`src/rtl/i2s_tx.sv`:
```
// -----------------------------------------------------------------------------
// i2s_tx
//   Philips I2S transmitter. Accepts one stereo pair at a time through a
//   valid/ready handshake, buffers it in a single holding register, and sends
//   it MSB first with the standard one-bit delay after each WS edge. This block
//   is the WS master. All flops update on the falling edge of the bit clock.
//
// Parameters:
//   WIDTH     bits per channel word (>= 4)
//
// Ports:
//   sclk      in   1      bit clock, falling-edge active
//   rst       in   1      asynchronous active-low reset
//   in_left   in   WIDTH  left sample (two's complement, sent verbatim)
//   in_right  in   WIDTH  right sample
//   in_valid  in   1      sample pair present
//   in_ready  out  1      holding register empty
//   ws        out  1      word select, 0 = left, 1 = right
//   sdata     out  1      serial data
//   underrun  out  1      one-cycle pulse when a frame starts with no data
//
// Build option:
//   I2S_TX_UNDERRUN_REPEAT_EN  defined: an underrun frame repeats the previous
//                              pair; undefined: an underrun frame is silence.
// -----------------------------------------------------------------------------
module i2s_tx #(
   parameter int unsigned WIDTH = 16
) (
   input  logic             sclk,
   input  logic             rst,
   input  logic [WIDTH-1:0] in_left,
   input  logic [WIDTH-1:0] in_right,
   input  logic             in_valid,
   output logic             in_ready,
   output logic             ws,
   output logic             sdata,
   output logic             underrun
);

   localparam int unsigned   CW       = $clog2(WIDTH);
   localparam logic [CW-1:0] LAST_BIT = CW'(WIDTH - 1);

   // Current channel doubles as the WS register.
   typedef enum logic {
      CH_LEFT  = 1'b0,
      CH_RIGHT = 1'b1
   } chan_t;

   chan_t            r_chan;
   chan_t            w_chan_next;
   logic [CW-1:0]    r_bit_cnt;
   logic [CW-1:0]    w_bit_cnt_next;
   logic             w_wrap;
   logic             w_load;

   logic             r_hold_full;
   logic             w_hold_full_next;
   logic [WIDTH-1:0] r_hold_l;
   logic [WIDTH-1:0] r_hold_r;
   logic [WIDTH-1:0] w_hold_l_next;
   logic [WIDTH-1:0] w_hold_r_next;

   logic [WIDTH-1:0] r_frame_l;
   logic [WIDTH-1:0] r_frame_r;
   logic [WIDTH-1:0] w_frame_l_next;
   logic [WIDTH-1:0] w_frame_r_next;

   logic [WIDTH-1:0] r_shift;
   logic [WIDTH-1:0] w_shift_next;
   logic             r_sdata;
   logic             w_sdata_next;
   logic             r_underrun;
   logic             w_underrun_next;
   logic             w_accept;

   // ---------------------------------------------------------------------------
   // State register
   // ---------------------------------------------------------------------------
   always_ff @(negedge sclk or negedge rst) begin
      if (!rst) begin
         r_chan      <= CH_RIGHT;
         r_bit_cnt   <= LAST_BIT;
         r_hold_full <= 1'b0;
         r_hold_l    <= '0;
         r_hold_r    <= '0;
         r_frame_l   <= '0;
         r_frame_r   <= '0;
         r_shift     <= '0;
         r_sdata     <= 1'b0;
         r_underrun  <= 1'b0;
      end else begin
         r_chan      <= w_chan_next;
         r_bit_cnt   <= w_bit_cnt_next;
         r_hold_full <= w_hold_full_next;
         r_hold_l    <= w_hold_l_next;
         r_hold_r    <= w_hold_r_next;
         r_frame_l   <= w_frame_l_next;
         r_frame_r   <= w_frame_r_next;
         r_shift     <= w_shift_next;
         r_sdata     <= w_sdata_next;
         r_underrun  <= w_underrun_next;
      end
   end

   // ---------------------------------------------------------------------------
   // Half-frame sequencing: bit counter and channel (WS) state
   // ---------------------------------------------------------------------------
   always_comb begin
      w_chan_next    = r_chan;
      w_bit_cnt_next = r_bit_cnt + CW'(1);
      w_wrap         = (r_bit_cnt == LAST_BIT);
      w_load         = 1'b0;
      if (w_wrap) begin
         w_bit_cnt_next = '0;
         case (r_chan)
            CH_LEFT: w_chan_next = CH_RIGHT;
            CH_RIGHT: begin
               // WS falling: a new frame starts with the left word.
               w_chan_next = CH_LEFT;
               w_load      = 1'b1;
            end
            default: w_chan_next = CH_LEFT;
         endcase
      end
   end

   // ---------------------------------------------------------------------------
   // Holding register, frame register and serialiser
   // ---------------------------------------------------------------------------
   always_comb begin
      w_accept         = in_valid & ~r_hold_full;
      w_hold_full_next = r_hold_full;
      w_hold_l_next    = r_hold_l;
      w_hold_r_next    = r_hold_r;
      w_frame_l_next   = r_frame_l;
      w_frame_r_next   = r_frame_r;
      w_underrun_next  = 1'b0;

      if (w_load) begin
         if (r_hold_full) begin
            w_frame_l_next   = r_hold_l;
            w_frame_r_next   = r_hold_r;
            w_hold_full_next = 1'b0;
         end else if (w_accept) begin
            // Pair arriving on the load edge goes straight into the frame.
            w_frame_l_next = in_left;
            w_frame_r_next = in_right;
         end else begin
            w_underrun_next = 1'b1;
`ifdef I2S_TX_UNDERRUN_REPEAT_EN
            w_frame_l_next = r_frame_l;
            w_frame_r_next = r_frame_r;
`else
            w_frame_l_next = '0;
            w_frame_r_next = '0;
`endif
         end
      end else if (w_accept) begin
         w_hold_l_next    = in_left;
         w_hold_r_next    = in_right;
         w_hold_full_next = 1'b1;
      end

      // The shifter's MSB is always the next bit out. On a WS edge it still
      // holds the LSB of the finishing word (the one-bit delay), and is
      // reloaded with the word for the channel that starts.
      w_sdata_next = r_shift[WIDTH-1];
      if (w_wrap) begin
         w_shift_next = (r_chan == CH_RIGHT) ? w_frame_l_next : r_frame_r;
      end else begin
         w_shift_next = {r_shift[WIDTH-2:0], 1'b0};
      end
   end

   assign in_ready = ~r_hold_full;
   assign ws       = (r_chan == CH_RIGHT);
   assign sdata    = r_sdata;
   assign underrun = r_underrun;

endmodule

```
`config.mk`:
```
export PLATFORM = sky130hd
export DESIGN_NAME = i2s_tx
export DESIGN_NICKNAME = d
export VERILOG_FILES = /design/src/rtl/i2s_tx.sv
export SDC_FILE = /design/constraint.sdc
export NUM_CORES = 1
export LEC_CHECK = 0
export BUFFER_PORTS_ARGS = -buffer_cell sky130_fd_sc_hd__buf_4
export CORE_ASPECT_RATIO = 0.8
export CORE_MARGIN = 4
export CORE_UTILIZATION = 46
export CTS_CLUSTER_DIAMETER = 60
export CTS_CLUSTER_SIZE = 12
export DETAILED_ROUTE_END_ITERATION = 12
export GPL_TIMING_DRIVEN = 0
export PLACE_DENSITY = 0.69
export SKIP_LAST_GASP = 1
export SLEW_MARGIN = 10
export SYNTH_ARGS = -nofsm -noshare
export SYNTH_HDL_FRONTEND = slang
export SYNTH_SLANG_ARGS = --single-unit
```
`constraint.sdc`:
```
create_clock -name sclk -period 3 [get_ports sclk]
set_input_delay 0.3 -clock sclk [delete_from_list [all_inputs] [get_ports sclk]]
set_output_delay 0.3 -clock sclk [all_outputs]
set_load 0.03 [all_outputs]
```
---- Word level (Yosys, flattened, before mapping) ----
Cells that the tools add are included.
word-level totals
  register bits ........................... 88
  output and inout bits ................... 4
  word-level logic and storage cells ...... 34
cells by class
  add/sub/neg operators ................... 1
  equal/unequal tests ..................... 1
  mux-type cells .......................... 16
  bitwise gates (word level) .............. 4
  reduce and logical (&&, ||, !) cells .... 2
operators by type and width
  cell                                                           count
  16-bit 2-to-1 mux                                              7
  1-bit 2-to-1 mux                                               7
  4-bit by 1-bit adder with 4-bit output, second input constant  1
  4-bit equality test, second input constant                     1
  4-bit 2-to-1 mux                                               1
  1-bit inverter                                                 3
  1-bit case mux with 2 select lines                             1
  2-bit AND reduction                                            1
  2-bit nonzero test                                             1
  1-bit AND                                                      1

---- Logic depth before layout (Yosys ltp) ----
Gate-level depths: netlist of the first run.
  depth after elaboration ................. 7
  gate-level depth with buffers ........... 6
  gate-level depth less buffers ........... 4

==> impl_metrics.tcl, run 1 <==
set metrics [dict create \
    slew-limit-headroom 0.400 \
    setup_viol 0 \
    maxCapViolations 0 \
    cts.sinks 72 \
    dp_hpwl_um 5180 \
    critical_path.max_stage_delay_ps 500 \
    rsz0062_at_grt "no" \
    path_clk_slew_ps 50 \
    gp_congestion 0.846 \
    area_growth_pct 20.1 \
    status "finished clean" \
    hold_viol 0 \
    setup_slack_ps 42.9 \
    yosysSeqAreaShare 0.535 \
    synth_compound_area_frac 0.127 \
    p_comb_frac 0.125 \
    grt_pass1_vias 2531 \
    vias_per_cell 5.47 \
    p_sw_mw 0.559 \
    crit_path_start_kind "flip-flop" \
    finClkSkew_ps 55.2 \
    seq_power_share 0.478 \
    grt_first_pass_wirelength_um 12600 \
    synth_top_cell_area_share 0.496 \
    min-delay-path-class "flip-flop to flip-flop" \
    gr-usage-all-layers 0.181 \
    instances_no_fill 433 \
    critPathMaxFanout 2 \
    netlist_instances 286 \
    hold_ws_ps 297 \
    antenna_found_initial 0 \
    clk_path_buf_depth 2 \
    drtIter0Drc 114 \
    synthMuxAreaShare 0.140 \
    cts_root_buf "clkbuf_8" \
    path_cells "clkinvlp_4 -> buf_6" \
    synth_top_family_by_area "simple AND/OR/NAND/NOR gates" \
    vias 2370 \
    route.detailed.drc 0 \
    p_int_mw 1.86 \
    yosys.area.top_type "dfrtn_1" \
    clockPowerShare 0.397 \
    synthAdderAreaFrac 0.00371 \
    numCtsBuffers 9 \
    synth_edf_count 0 \
    crit_path_end_kind "primary output" \
    firstDrtPassIters 4 \
    synth.area.top_cells "dfrtn_1 (50%), mux2_4 (13%), a31oi_1 (5.4%), and2_1 (5.4%), dfstp_2 (3.9%)" \
    cts_tree "done" \
    yosys.area_share.xor_xnor 0.00519 \
    grt_start_max_net_pins 73 \
    final_nets 377 \
    synth_commonest_cells "dfrtn_1 (67), nand2_1 (31), mux2_4 (30)" \
    clk_latency_ps 380 \
    p_per_area_mw_per_mm2 597 \
    finalPower_mw 2.42 \
    row_count 27 \
    yosys.area_share.simple 0.141 \
    wl_per_cell_um 17.4 \
    start_util 0.483 \
    power.leakage_nw 1.89 \
    syn_nets 322 \
    critPathSlowestCell "dfrtn_1" \
    finalMaxSlewViolations 0 \
    cp_data_required_time_ps 2700 \
    place_ws_ps 22.0 \
    core_region_area_mm2 0.00699 \
    cp.arrival_ps 2660 \
    synth_seq_cells 72 \
    yosysWarningCount 0 \
    avgSynthCellArea_um2 11.8 \
    ant_nets 0 \
    drive_gt1_frac 0.301 \
    setup-tns-final_ps 0 \
    tightest_slew_ps 900 \
    yosys.cell_types.count 29 \
    diodes 0 \
    port_buffers 38 \
    irDropWorstVdd_uv 334 \
    netlist_area_mm2 0.00338 \
    htreeDepth 3 \
    drt_wl_total_um 7510 \
    ys_async_sr_fraction 1.00 \
    fp.dieH_um 84.6 \
    die_w_um 104 \
    pin_count 39 \
    swShare 0.231 \
    crit_type "flip-flop to primary output" \
    yosysMostFrequentCell "dfrtn_1" \
    grt_remaining_overflow 0 \
    dp_cells 411 \
    synth_top_flop_cell "dfrtn_1" \
    die-area_mm2 0.00878 \
]
-- logic make-up (layout without fill, tap and decap cells) --
kind of cell | after synthesis | after routing
buffers and inverters | 27 | 87
xor gates and xnor gates | 2 | 2
and+or+nand+nor | 83 | 83
adders and majority gates | 1 | 1
DFF | 72 | 72
AOI/OAI and AO/OA | 69 | 69
muxes | 32 | 32
-- through the flow --
stage | area [µm²] | utilization
floorplan | 3380 | -
global placement | 3770 | 0.539
detailed placement | 3770 | 0.539
CTS | 4050 | 0.578
global route | 4060 | 0.580
finish | 4060 | 0.580
-- worst max-delay path: cells and delay by family (launching register included) --
kind	cells	cell delay (ps)
DFF	1	500
buffers and inverters	2	330
-- final timing paths --
| kind | from | endpoint | slack (ps) | depth (start not counted) |
|---|---|---|---|---|
| hold reg to reg | r_shift[15] | sdata | 300 | 0 |
| max in group asynchronous | rst | r_hold_l[2] | 920 | 1 |
| hold / removal | r_shift[15] | sdata | 300 | 0 |
| min in group asynchronous | rst | sdata | 1480 | 1 |
| setup reg to reg | r_bit_cnt[0] | r_hold_l[1] | 1060 | 5 |
| setup / recovery | r_hold_full | in_ready | 40 | 2 |
-- per-layer routing --
metal | GRT usage | routed length, µm | part of all wire
met5 | 0 | 0 | 0
met4 | 0.0519 | 84 | 0.011
met3 | 0.0576 | 365 | 0.049
met2 | 0.273 | 3410 | 0.45
met1 | 0.253 | 3660 | 0.49
-- power groups by stage --
stage	clock network, mW	logic (mW)	registers, mW
after floorplan	0.0124	0.203	1.15
after global placement	0.0124	0.297	1.17
after detailed placement	0.0124	0.304	1.17
after CTS	0.979	0.307	1.16
after global routing	1.03	0.338	1.17
final	0.962	0.303	1.16
-- cell usage in the layout, fill, tap and decap left out, types with 5 or more instances in the layout --
cell | netlist | routed
dfrtn_1 | 67 | 67
clkbuf_1 | 17 | 17
o21ai_0 | 19 | 19
buf_4 | 2 | 42
mux2_4 | 30 | 30
a31oi_1 | 29 | 29
nand2_1 | 31 | 31
dfstp_2 | 5 | 5
and2_1 | 29 | 29
nand3b_1 | 15 | 15
o211ai_1 | 15 | 15
clkbuf_8 | 0 | 10
inv_1 | 3 | 6
-- state kept, by name, summed over array words and instances, names as in the netlist --
| name | count |
|---|---|
| ws | 1 |
| underrun | 1 |
| r_frame_r | 16 |
| r_hold_l | 16 |
| sdata | 1 |
| r_hold_full | 1 |
| r_shift | 16 |
| r_bit_cnt | 4 |
| r_hold_r | 16 |
-- timing repair --
item                                    in CTS  in global routing
hold buffers                                 0                  0
setup buffers                                2                  1
hold endpoints to repair                     0                  0
resized for setup                            1                  1
endpoints found under the setup margin       1                  1
pin swaps                                    0                  0
-- final cells by class --
| cell class | instances | area (µm²) |
|---|---|---|
| Buffer | 23 | 145 |
| Clock buffer | 11 | 141 |
| Clock inverter | 10 | 121 |
| Fill cell | 586 | 2940 |
| Inverter | 2 | 11.3 |
| Multi-Input combinational cell | 187 | 1410 |
| Sequential cell | 72 | 1810 |
| Tap cell | 87 | 109 |
| Timing Repair Buffer | 41 | 312 |
Power figures use the tool's default switching activity.
==> run 2: changes to the inputs <==
Settings changed: PLACE_DENSITY 0.69 to 0.68.
Clock period 3 ns to 2.47 ns, I/O delays scaled along.
==> impl_metrics.tcl, run 2 (synthesis gave the netlist of run 1 again) <==
set metrics [dict create \
    status "finished with violations" \
    violations "setup timing" \
    clk_latency_ps 390 \
    gp_congestion 0.816 \
    gr-usage-all-layers 0.183 \
    drt_wl_total_um 7550 \
    met2_usage 0.277 \
    min-delay-path-class "flip-flop to flip-flop" \
    grt-busiest-layer "met2" \
    antenna_found_initial 0 \
    grt_first_pass_wirelength_um 12600 \
    maxCapViolations 0 \
    setup_viol 2 \
    start_util 0.483 \
    grt_start_max_net_pins 73 \
    drive_gt1_frac 0.301 \
    finalMaxSlewViolations 0 \
    rsz0062_at_grt "yes" \
    reg2regPathDepth 5 \
    slew-limit-headroom 0.398 \
    firstDrtPassIters 4 \
    hold_viol 0 \
    met1_usage 0.256 \
    layout_commonest_cell "dfrtn_1" \
    cts_tree "done" \
    p_per_area_mw_per_mm2 726 \
    row_count 27 \
    htreeDepth 3 \
    power.leakage_nw 1.89 \
    crit_path_start_kind "flip-flop" \
    mostFrequentLayoutCells "dfrtn_1 (67), buf_4 (41), nand2_1 (31)" \
    post_dp_cell_area_mm2 0.00377 \
    stdcell_area_mm2 0.00406 \
    place_ws_ps -210 \
    port_buffers 38 \
    ant_nets 0 \
    hold_ws_ps 305 \
    numCtsBuffers 9 \
    postCtsHoldBufs 0 \
    crit_path_end_kind "primary output" \
    die-area_mm2 0.00878 \
    vias_per_cell 5.48 \
    critPathMaxFanout 2 \
    wl_per_cell_um 17.4 \
    core_region_area_mm2 0.00699 \
    cp.arrival_ps 2350 \
    route.detailed.drc 0 \
    die_w_um 104 \
    grt_remaining_overflow 0 \
    pin_count 39 \
    fin_util 0.581 \
    grt_util_met3 0.0600 \
    diodes 0 \
    cts.sinks 72 \
    cp_data_required_time_ps 2220 \
    final_nets 377 \
    grt_pass1_vias 2488 \
    setup_slack_ps -122 \
    dp_cells 411 \
    clk_path_buf_depth 2 \
    dp_hpwl_um 5250 \
    instances_no_fill 433 \
    irDropWorstVdd_uv 404 \
    drtIter0Drc 66 \
    crit_type "flip-flop to primary output" \
    path_clk_slew_ps 50 \
    worst_hold_path.num_cells 0 \
    vias 2374 \
    cts_root_buf "clkbuf_8" \
    finClkSkew_ps 61.8 \
    tightest_slew_ps 902 \
    fp.dieH_um 84.6 \
    area_growth_pct 20.2 \
    r2r_setup_slack_ps 530 \
]
run 2: cell counts in the layout (fill, tap and decap cells not counted):
No cell type changed its count.
run 2: critical path, cell delays in order, from the launching register on:
cell and delay, ps:
dfrtn_1 480, clkinvlp_4 140, buf_6 150
run 2: timing repair:
action	in CTS	in global routing
setup endpoints to repair	2	2
pin swaps	0	0
buffers inserted	2	1
gates resized for setup	3	0
run 2: metal layers:
layer  vias up  part of all wire
li1       1121                 -
met1      1194              0.49
met2        49              0.45
met3        10             0.049
met4         0            0.0098
met5         -                 0
run 2: area by class of cell:
type | count | area [µm²]
flip-flops and latches | 72 | 1810
multi-input cells | 187 | 1410
inverters | 2 | 11.3
clock inverters | 10 | 121
clock buffers | 11 | 141
plain buffers | 23 | 145
well taps | 87 | 109
repair buffers | 41 | 315
fillers | 596 | 2930
run 2: per-stage QoR:
step	setup TNS, ps	total power [mW]
after floorplan	0	1.66
final	-168	2.95
after global routing	-279	3.10
after global placement	-4900	1.79
after CTS	-178	2.96
after detailed placement	-5170	1.81
run 2: path summary, 6_finish.rpt:
path	to	startpoint
hold / removal	sdata	r_shift[15]
hold reg to reg	sdata	r_shift[15]
max in group asynchronous	r_hold_r[9]	rst
setup reg to reg	r_hold_l[4]	r_bit_cnt[0]
min in group asynchronous	sdata	rst
setup / recovery	in_ready	r_hold_full
run 2: power breakdown:
group	internal (mW)	switching (mW)
Sequential	1.33	0.0728
Clock	0.708	0.469
Combinational	0.220	0.145
